===== config.mk =====
export PLATFORM = sky130hd
export DESIGN_NAME = sys_bridge_v2
export DESIGN_NICKNAME = d
export VERILOG_FILES = /design/src/rtl/sys_bridge_pkg.sv /design/src/rtl/sys_bridge_v2_irq_sync_cell.sv /design/src/rtl/sys_bridge_v2.sv
export SDC_FILE = /design/constraint.sdc
export NUM_CORES = 1
export LEC_CHECK = 0
export CORE_MARGIN = 5
export CORE_UTILIZATION = 35
export DETAILED_ROUTE_END_ITERATION = 10
export GPL_TIMING_DRIVEN = 0
export MAX_ROUTING_LAYER = met4
export PLACE_DENSITY_LB_ADDON = 0.2
export SLEW_MARGIN = 5
export SYNTH_ARGS = -nofsm -noshare
export SYNTH_HDL_FRONTEND = slang
export SYNTH_SLANG_ARGS = --single-unit

===== constraint.sdc =====
create_clock -name clk -period 2.7 [get_ports clk]
set_input_delay 0.27 -clock clk [delete_from_list [all_inputs] [get_ports clk]]
set_output_delay 0.27 -clock clk [all_outputs]
set_load 0.01 [all_outputs]

===== src/rtl/sys_bridge_pkg.sv =====
// Shared types and default address map for the CPU-to-peripheral bridge.
package sys_bridge_pkg;

  typedef enum logic [1:0] {
    IDLE   = 2'd0,
    ACCESS = 2'd1,
    RESP   = 2'd2
  } state_t;

  localparam int WAIT_W = 8;

  localparam logic [31:0] DM_BASE     = 32'h0000_0000;
  localparam logic [31:0] DM_MASK     = 32'hffff_c000;
  localparam logic [31:0] TIMER0_BASE = 32'h0000_7f00;
  localparam logic [31:0] TIMER0_MASK = 32'hffff_fff0;
  localparam logic [31:0] TIMER1_BASE = 32'h0000_7f10;
  localparam logic [31:0] TIMER1_MASK = 32'hffff_fff0;
  localparam logic [31:0] INTGEN_BASE = 32'h0000_7f20;
  localparam logic [31:0] INTGEN_MASK = 32'hffff_fffc;

endpackage


===== src/rtl/sys_bridge_v2_irq_sync_cell.sv =====
// One interrupt line: 2-flop synchroniser, then either level pass-through
// or rising-edge pending latch cleared by clr (set wins over clear).
module irq_sync_cell
  import sys_bridge_pkg::*;
#(
  parameter bit EDGE = 1'b0
) (
  input  logic clk,
  input  logic reset,
  input  logic irq,
  input  logic clr,
  output logic hw
);

  logic sync_p0, sync_p1, sync_p2, pend;

  always_ff @(posedge clk or negedge reset) begin
    if (!reset) begin
      sync_p0 <= 1'b0;
      sync_p1 <= 1'b0;
      sync_p2 <= 1'b0;
      pend    <= 1'b0;
    end else begin
      sync_p0 <= irq;
      sync_p1 <= sync_p0;
      sync_p2 <= sync_p1;
      pend    <= (sync_p1 & ~sync_p2) | (pend & ~clr);
    end
  end

  assign hw = EDGE ? pend : sync_p1;

endmodule


===== src/rtl/sys_bridge_v2.sv =====
// Registered request/response bridge from the CPU data port to NSLOT slaves,
// with wait/timeout handling and interrupt collection. Optional error log: SYS_BRIDGE_ERRLOG_EN.
module sys_bridge_v2
  import sys_bridge_pkg::*;
#(
  parameter int                   NSLOT     = 4,
  parameter int                   DATA_W    = 32,
  parameter logic [NSLOT*32-1:0]  SLOT_BASE = {INTGEN_BASE, TIMER1_BASE, TIMER0_BASE, DM_BASE},
  parameter logic [NSLOT*32-1:0]  SLOT_MASK = {INTGEN_MASK, TIMER1_MASK, TIMER0_MASK, DM_MASK},
  parameter int                   TIMEOUT   = 15,
  parameter int                   NIRQ      = 6,
  parameter logic [NIRQ-1:0]      IRQ_EDGE  = 6'b000011
) (
  input  logic                      clk,
  input  logic                      reset,
  input  logic                      cpu_req,
  input  logic                      cpu_we,
  input  logic [31:0]               cpu_addr,
  input  logic [DATA_W/8-1:0]       cpu_byteen,
  input  logic [DATA_W-1:0]         cpu_wdata,
  output logic [DATA_W-1:0]         cpu_rdata,
  output logic                      cpu_ready,
  output logic                      cpu_err,
  output logic [NSLOT-1:0]          slot_sel,
  output logic                      slot_we,
  output logic [31:0]               slot_addr,
  output logic [DATA_W/8-1:0]       slot_byteen,
  output logic [DATA_W-1:0]         slot_wdata,
  input  logic [NSLOT*DATA_W-1:0]   slot_rdata,
  input  logic [NSLOT-1:0]          slot_ready,
  input  logic [NIRQ-1:0]           irq_in,
  input  logic [NIRQ-1:0]           irq_clr,
  output logic [NIRQ-1:0]           hw_int
`ifdef SYS_BRIDGE_ERRLOG_EN
  ,
  input  logic                      err_log_clr,
  output logic                      err_valid,
  output logic [31:0]               err_addr
`endif
);

  state_t              state;
  logic [WAIT_W-1:0]   wcnt, wcnt_nxt;
  logic [NSLOT-1:0]    hit_oh;
  logic [DATA_W-1:0]   rd_mux;
  logic                we_eff, rdy_hit, tmo_hit;

  // Descending scan so the lowest matching slot is the last assignment.
  always_comb begin
    hit_oh = '0;
    for (int i = NSLOT - 1; i >= 0; i--) begin
      if ((cpu_addr & SLOT_MASK[32*i +: 32]) == SLOT_BASE[32*i +: 32]) begin
        hit_oh    = '0;
        hit_oh[i] = 1'b1;
      end
    end
  end

  always_comb begin
    rd_mux = '0;
    for (int i = 0; i < NSLOT; i++) begin
      if (slot_sel[i]) rd_mux |= slot_rdata[i*DATA_W +: DATA_W];
    end
  end

  assign we_eff   = cpu_we & (|cpu_byteen);
  assign rdy_hit  = |(slot_ready & slot_sel);
  assign wcnt_nxt = wcnt + 1'b1;
  assign tmo_hit  = (wcnt_nxt == WAIT_W'(TIMEOUT));

  always_ff @(posedge clk or negedge reset) begin
    if (!reset) begin
      state       <= IDLE;
      wcnt        <= '0;
      cpu_rdata   <= '0;
      cpu_ready   <= 1'b0;
      cpu_err     <= 1'b0;
      slot_sel    <= '0;
      slot_we     <= 1'b0;
      slot_addr   <= '0;
      slot_byteen <= '0;
      slot_wdata  <= '0;
    end else begin
      cpu_ready <= 1'b0;
      case (state)
        IDLE: begin
          if (cpu_req) begin
            slot_addr  <= cpu_addr;
            slot_wdata <= cpu_wdata;
            wcnt       <= '0;
            if (|hit_oh) begin
              state       <= ACCESS;
              slot_sel    <= hit_oh;
              slot_we     <= we_eff;
              slot_byteen <= we_eff ? cpu_byteen : '0;
            end else begin
              state     <= RESP;
              cpu_ready <= 1'b1;
              cpu_err   <= 1'b1;
              cpu_rdata <= '0;
            end
          end
        end
        ACCESS: begin
          if (rdy_hit || tmo_hit) begin
            state       <= RESP;
            cpu_ready   <= 1'b1;
            cpu_err     <= ~rdy_hit;
            cpu_rdata   <= (rdy_hit && !slot_we) ? rd_mux : '0;
            slot_sel    <= '0;
            slot_we     <= 1'b0;
            slot_byteen <= '0;
          end else begin
            wcnt <= wcnt_nxt;
          end
        end
        default: state <= IDLE;
      endcase
    end
  end

`ifdef SYS_BRIDGE_ERRLOG_EN
  logic        err_evt;
  logic [31:0] err_evt_addr;

  assign err_evt = ((state == IDLE) && cpu_req && !(|hit_oh)) ||
                   ((state == ACCESS) && !rdy_hit && tmo_hit);
  assign err_evt_addr = (state == IDLE) ? cpu_addr : slot_addr;

  // A clear in the same cycle as a new error still records the new one.
  always_ff @(posedge clk or negedge reset) begin
    if (!reset) begin
      err_valid <= 1'b0;
      err_addr  <= '0;
    end else if (err_evt && (!err_valid || err_log_clr)) begin
      err_valid <= 1'b1;
      err_addr  <= err_evt_addr;
    end else if (err_log_clr) begin
      err_valid <= 1'b0;
    end
  end
`endif

  for (genvar g = 0; g < NIRQ; g++) begin : g_irq
    irq_sync_cell #(.EDGE(IRQ_EDGE[g])) u_cell (
      .clk   (clk),
      .reset (reset),
      .irq   (irq_in[g]),
      .clr   (irq_clr[g]),
      .hw    (hw_int[g])
    );
  end

endmodule

* Word-level counts from Yosys, hierarchy flattened *
Cells that the tools add are included.

storage, ports and cells
  output and inout port bits = 113
  register bits after elaboration = 133

cells by class
  bitwise logic cells = 16
  equal/unequal tests = 10
  reductions and logical operators = 14
  add/sub/neg operators = 1
  mux-type cells = 40

operators by type and width
  operator                count
  $mux W32                8
  $or A32 B32 Y32         3
  $pmux W32 S2            1
  $eq A28 B11 Y1 const B  2
  $mux W4                 10
  $logic_not A32 Y1       1
  $eq A30 B13 Y1 const B  1
  $mux W8                 2
  $pmux W4 S2             2
  $pmux W8 S2             1
  $reduce_or A4 Y1        3
  $ne A2 B2 Y1 const B    5
  $mux W1                 9
  $add A8 B1 Y8 const B   1
  $eq A8 B4 Y1 const B    1
  $reduce_and A4 Y1       2
  $mux W2                 3
  $pmux W1 S2             3
  $and A1 B1 Y1           5
  $not A1 Y1              5
  $and A4 B4 Y4           1
  $pmux W2 S2             1
  $reduce_and A2 Y1       2
  $reduce_and A3 Y1       1
  other kinds (7)         8

* Logic depth before layout (Yosys ltp) *
  depth in word-level cells = 10
  mapped depth = 10

* By module *
Synthesis repeated with hierarchy kept, for this count alone.

unflattened totals
  cells, all modules = 562
  area total of the unflattened synthesis = 5,745.5 µm²

by module, submodules not included
  module                                cells each  instances  area each (µm²)  sequential area each (µm²)
  sys_bridge_v2                         540         1          5,305.1          2,927.8
  irq_sync_cell at g_irq[0].u_cell ...  7           2          120.1            100.1
  irq_sync_cell at g_irq[2].u_cell ...  2           4          50.0             50.0

* Worst setup path before layout *
No wires, ideal clock.

  path type = register to register
  from = register wcnt[0]
  to = register cpu_rdata[0]
  cell stages (with the launch flop) = 10
  arrival = 1.916 ns
  buffers on the path = 2
  period minus slack after synthesis = 2.055 ns
  setup slack = 0.645 ns
  required time = 2.561 ns
  setup time = 0.139 ns
  cell sequence = dfrtp_1 ha_1 nand2_1 or4_4 o211ai_2 o211ai_2 and2_4 buf_6 buf_6 o2bb2ai_2

between the ends
  longest elaborated chain between the ends = 5

RTL lines
  element                             line                  source
  start: declaration                  sys_bridge_v2.sv:43   logic [WAIT_W-1:0] wcnt, wcnt_nxt;
  start signal: assignment            sys_bridge_v2.sv:114  wcnt <= wcnt_nxt;
  $add A8 B1 Y8                       sys_bridge_v2.sv:68   assign wcnt_nxt = wcnt + 1'b1;
  $eq A8 B4 Y1                        sys_bridge_v2.sv:69   assign tmo_hit = (wcnt_nxt == WAIT_W'(TIMEOUT));
  $logic_or A1 B1 Y1                  sys_bridge_v2.sv:105  if (rdy_hit || tmo_hit) begin
  $ne A2 B2 Y1 (no source line)       n/a
  $reduce_and A4 Y1 (no source line)  n/a
  end signal: assignment              sys_bridge_v2.sv:109  cpu_rdata <= (rdy_hit && !slot_we) ? rd_mux : '0;
  end: declaration                    sys_bridge_v2.sv:21   output logic [DATA_W-1:0] cpu_rdata,

Every way passes these cells.
A chain may end at the register's enable or synchronous reset.

* Worst setup path after layout *
  from = register slot_sel[2]
  to = register cpu_rdata[25]

between the ends
  longest elaborated chain between the ends = 6
  elaborated cells on any way between the ends = 12

RTL lines
  element                                                     line                                       source
  start: declaration                                          sys_bridge_v2.sv:24                        output logic [NSLOT-1:0] slot_sel,
  start signal: assignment                                    sys_bridge_v2.sv:93                        slot_sel <= hit_oh;
  $mux W32 / $and A4 B4 Y4 (equally long branches)            sys_bridge_v2.sv:62, sys_bridge_v2.sv:67
  $or A32 B32 Y32 / $reduce_or A4 Y1 (equally long branches)  sys_bridge_v2.sv:62, sys_bridge_v2.sv:67
  $mux W32 / $logic_and A1 B1 Y1 (equally long branches)      sys_bridge_v2.sv:62, sys_bridge_v2.sv:109
  $mux W32                                                    sys_bridge_v2.sv:109
  $mux W32                                                    sys_bridge_v2.sv:105
  $pmux W32 S2                                                sys_bridge_v2.sv:85                        case (state)

Several ways; a longest one is shown, not always the timed one. The select of a mux whose other input is x is not followed.

==> flow_results.xml <==
<?xml version="1.0" encoding="UTF-8"?>
<metrics>
  <group name="run_status">
    <metric name="status" unit="">completed</metric>
  </group>
  <group name="worst_setup_path">
    <metric name="worstSetupPathType" unit="">reg2reg</metric>
    <metric name="cp_data_required_time" unit="ps">2970</metric>
    <metric name="worstPathMaxFanout" unit="">10</metric>
    <metric name="worstPathCellList" unit="">clkbuf_1 &gt; a22oi_1 &gt; and2_1 &gt; or3_1 &gt; clkbuf_1 &gt; buf_1 &gt; o2bb2ai_1</metric>
    <metric name="setup.worst_path.end_class" unit="">flop</metric>
    <metric name="path_delay_family" unit="">buffers and inverters</metric>
    <metric name="crit_top_cell" unit="">sky130_fd_sc_hd__clkbuf_1</metric>
    <metric name="setup.worst_path.start_class" unit="">flop</metric>
    <metric name="worstPathBufferInverterCount" unit="">3</metric>
    <metric name="critical-path-slowest-cell" unit="">sky130_fd_sc_hd__buf_1</metric>
    <metric name="cp_slowest_stage_delay" unit="ps">600</metric>
    <metric name="worst-endpoint-arrival" unit="ps">2830</metric>
  </group>
  <group name="global_route">
    <metric name="number_of_antenna_violations_at_the_first_check_in_global_routing" unit="">3</metric>
    <metric name="grt_max_degree" unit="">91</metric>
    <metric name="global_route.usage.total" unit="%">23.26</metric>
    <metric name="grt.overflow.total" unit="">0</metric>
    <metric name="global_route_wire_length_before_repair" unit="mm">34.10</metric>
    <metric name="first_global_vias" unit="">6001</metric>
  </group>
  <group name="final_layout">
    <metric name="number_of_filler_cells_placed_in_the_layout" unit="">1450</metric>
    <metric name="final_core_utilization" unit="%">60.88</metric>
    <metric name="final_design_area_no_fill" unit="um^2">10060</metric>
    <metric name="flow.area_growth_from_synthesis" unit="%">71.35</metric>
    <metric name="final_cells" unit="">1154</metric>
    <metric name="nets" unit="">1136</metric>
    <metric name="drive_gt1_share" unit="%">6.874</metric>
  </group>
  <group name="clocking">
    <metric name="cts_htree_levels" unit="">4</metric>
    <metric name="clockRootBuffer" unit="">sky130_fd_sc_hd__clkbuf_16</metric>
    <metric name="post_cts.resized_instances" unit="">0</metric>
    <metric name="clk_transition_reported_paths" unit="ps">60</metric>
    <metric name="clock_tree_buf_depth" unit="">2</metric>
    <metric name="cts.sink_count" unit="">133</metric>
    <metric name="clk-insertion-delay-late" unit="ps">410</metric>
    <metric name="tritoncts" unit="">yes</metric>
    <metric name="tritoncts.num_buffers" unit="">17</metric>
  </group>
  <group name="synthesis">
    <metric name="synth_ff_type" unit="">sky130_fd_sc_hd__dfrtp_1</metric>
    <metric name="ys_seq_elements" unit="">133</metric>
    <metric name="asyncSetResetFlopFracSynth" unit="%">100.0</metric>
    <metric name="most_common_cell_in_the_synthesized_netlist" unit="">sky130_fd_sc_hd__nand2_1</metric>
    <metric name="netlist_area" unit="um^2">5871</metric>
    <metric name="synthCells" unit="">573</metric>
    <metric name="synth_top_cell_by_area" unit="">sky130_fd_sc_hd__dfrtp_1</metric>
    <metric name="synth_cell_type_count" unit="">51</metric>
    <metric name="ys_top_cells_by_count" unit="">sky130_fd_sc_hd__nand2_1, sky130_fd_sc_hd__dfrtp_1, sky130_fd_sc_hd__a22o_1, sky130_fd_sc_hd__a221oi_1, sky130_fd_sc_hd__clkbuf_1</metric>
    <metric name="post_synth.cell_area_avg" unit="um^2">10.25</metric>
    <metric name="synth.yosys.seq_area_share" unit="%">56.69</metric>
    <metric name="netlist_top_cells_area" unit="">sky130_fd_sc_hd__dfrtp_1, sky130_fd_sc_hd__nand2_1, sky130_fd_sc_hd__a22o_1</metric>
    <metric name="synth-warning-count" unit="">0</metric>
    <metric name="synth_enable_flop_cells" unit="">0</metric>
    <metric name="yosys.area.top_type_share" unit="%">56.69</metric>
    <metric name="synth_fp_nets" unit="">791</metric>
  </group>
  <group name="timing">
    <metric name="timing.slew.headroom" unit="%">51.71</metric>
    <metric name="finalHoldViolations" unit="">0</metric>
    <metric name="total_negative_setup_slacks" unit="ps">0</metric>
    <metric name="fmaxAchievable" unit="MHz">389.7</metric>
    <metric name="finalSetupViolations" unit="">0</metric>
    <metric name="final.setup_skew" unit="ps">8.436</metric>
    <metric name="layout_setup_ws" unit="ps">133.9</metric>
    <metric name="final_period_minus_worst_setup_slack" unit="ps">2566</metric>
    <metric name="grt_setup_unrepaired" unit="">false</metric>
    <metric name="slew_viol_final" unit="">0</metric>
    <metric name="fin_hold_ws" unit="ps">297.7</metric>
    <metric name="tightest_slew" unit="ps">724.3</metric>
    <metric name="finalCritPeriodShare" unit="%">95.04</metric>
  </group>
  <group name="die">
    <metric name="initial_core_util" unit="%">35.53</metric>
    <metric name="fp.dieArea" unit="um^2">19460</metric>
    <metric name="dieHeight" unit="um">139.5</metric>
    <metric name="std_cell_rows" unit="">47</metric>
    <metric name="die_w" unit="um">139.5</metric>
    <metric name="floorplan.io_pins" unit="">329</metric>
    <metric name="coreArea" unit="um^2">16520</metric>
  </group>
  <group name="place">
    <metric name="placement.setup.worst_slack" unit="ps">89.98</metric>
    <metric name="placedCellCount" unit="">1118</metric>
    <metric name="detailed_place.area" unit="um^2">9418</metric>
    <metric name="detailedPlacementHpwl" unit="mm">17.16</metric>
    <metric name="finalWeightedCongestion" unit="">0.9160</metric>
    <metric name="port_buffers" unit="">324</metric>
  </group>
  <group name="power">
    <metric name="peak_vdd_ir" unit="V">0.0004259</metric>
    <metric name="power_density_of_the_placed_cells" unit="nW/um^2">482.0</metric>
    <metric name="static-leakage-power" unit="nW">4.380</metric>
    <metric name="total_power" unit="mW">4.849</metric>
  </group>
  <group name="detailed_routing">
    <metric name="wl" unit="mm">22.16</metric>
    <metric name="1st_pass_router_iterations" unit="">5</metric>
    <metric name="final_antenna_net_count" unit="">0</metric>
    <metric name="number_of_remaining_drc_errors" unit="">0</metric>
    <metric name="wire_per_inst" unit="um">19.20</metric>
    <metric name="detailedRoute.firstIterationViolations" unit="">179</metric>
    <metric name="via_per_inst" unit="">4.886</metric>
    <metric name="routed-via-count" unit="">5639</metric>
  </group>
  <group name="job">
    <metric name="drv.max_cap_violation_count" unit="">0</metric>
  </group>
  <group name="worst_hold_path">
    <metric name="min-delay-path-class" unit="">in2reg</metric>
  </group>
</metrics>
==> logic make-up (layout without fill, tap and decap cells) <==
family / Yosys count / in the layout / share of synthesized area, %
DFF: 133 / 133 / 56.69
muxes: 1 / 1 / 0.1705
adders and majority gates: 2 / 2 / 0.4262
buffers and inverters: 56 / 414 / 4.646
AOI/OAI and AO/OA: 134 / 134 / 20.55
xor gates and xnor gates: 1 / 1 / 0.1492
and+or+nand+nor: 246 / 246 / 17.37
other: 0 / 3 / 0
==> worst register-to-register path: stages, from the launching register on <==
cell and delay (ps):
sky130_fd_sc_hd__dfrtp_1 370, sky130_fd_sc_hd__clkbuf_1 220, sky130_fd_sc_hd__a22oi_1 410, sky130_fd_sc_hd__and2_1 270
sky130_fd_sc_hd__or3_1 130, sky130_fd_sc_hd__clkbuf_1 270, sky130_fd_sc_hd__buf_1 600, sky130_fd_sc_hd__o2bb2ai_1 160
==> report_power, final <==
group / internal [mW] / switching, mW
combinational: 0.294 / 0.111
clock: 1.57 / 0.866
sequential: 2.01 / 0.00406
total: 3.87 / 0.981
==> flip-flops by register name (all words and copies together), names as in the netlist, 4 cells and up <==
name,cells
g_irq.u_cell.sync_p0,6
cpu_rdata,32
g_irq.u_cell.hw,6
slot_wdata,32
slot_addr,32
slot_byteen,4
wcnt,8
slot_sel,4
==> layout by cell type (no fill, tap or decap), drive strengths merged, types with 4 or more instances in the layout <==
master | netlist | layout
o21ai | 5 | 5
nand3 | 7 | 7
nand4 | 4 | 4
clkinv | 0 | 7
nor2 | 8 | 8
clkbuf | 28 | 47
a221oi | 32 | 32
nor3 | 6 | 6
inv | 8 | 8
nand2 | 202 | 202
a22o | 41 | 41
o2bb2ai | 34 | 34
dfrtp | 133 | 133
bufinv | 0 | 4
buf | 20 | 22
clkdlybuf4s50 | 0 | 323
==> cell type report <==
type,count,area (um^2),share of cell area (%)
Tap cell,220,275.3,2.736
Multi-Input combinational cell,384,2270,22.56
Antenna cell,3,7.507,0.07463
Timing Repair Buffer,326,3282,32.62
Buffer,48,242.7,2.413
Inverter,8,30.03,0.2985
Clock inverter,13,181.4,1.803
Sequential cell,133,3328,33.08
Clock buffer,19,442.9,4.403
==> per-layer routing <==
metal | part of all wire (%) | wire length [um] | global-route usage [%]
met1 | 40 | 8944 | 27.01
met5 | 0 | 0 | -
met4 | 2.2 | 480 | 8.445
met2 | 48 | 10710 | 36.92
met3 | 9.1 | 2019 | 8.851
==> path summary, 6_finish.rpt <==
path,endpoint,start,slack [ps],cells after the start
worst max-delay path,cpu_rdata[25]$_DFFE_PN0P_,slot_sel[2]$_DFFE_PN0P_,130,7
worst min-delay path,g_irq[2].u_cell.sync_p0$_DFF_PN0_,irq_in[2],300,1
worst max register to register,cpu_rdata[25]$_DFFE_PN0P_,slot_sel[2]$_DFFE_PN0P_,130,7
worst min register to register,g_irq[0].u_cell.sync_p1$_DFF_PN0_,g_irq[0].u_cell.sync_p0$_DFF_PN0_,350,0
max in group asynchronous,cpu_rdata[22]$_DFFE_PN0P_,reset,1550,3
min in group asynchronous,g_irq[0].u_cell.sync_p1$_DFF_PN0_,reset,360,2
==> timing repair <==
| item | CTS | global route |
|---|---|---|
| setup buffers | 0 | 0 |
| hold buffers | 1 | 0 |
| hold endpoints to repair | 43 | 0 |
No activity file was read; power rests on OpenSTA's default activity.
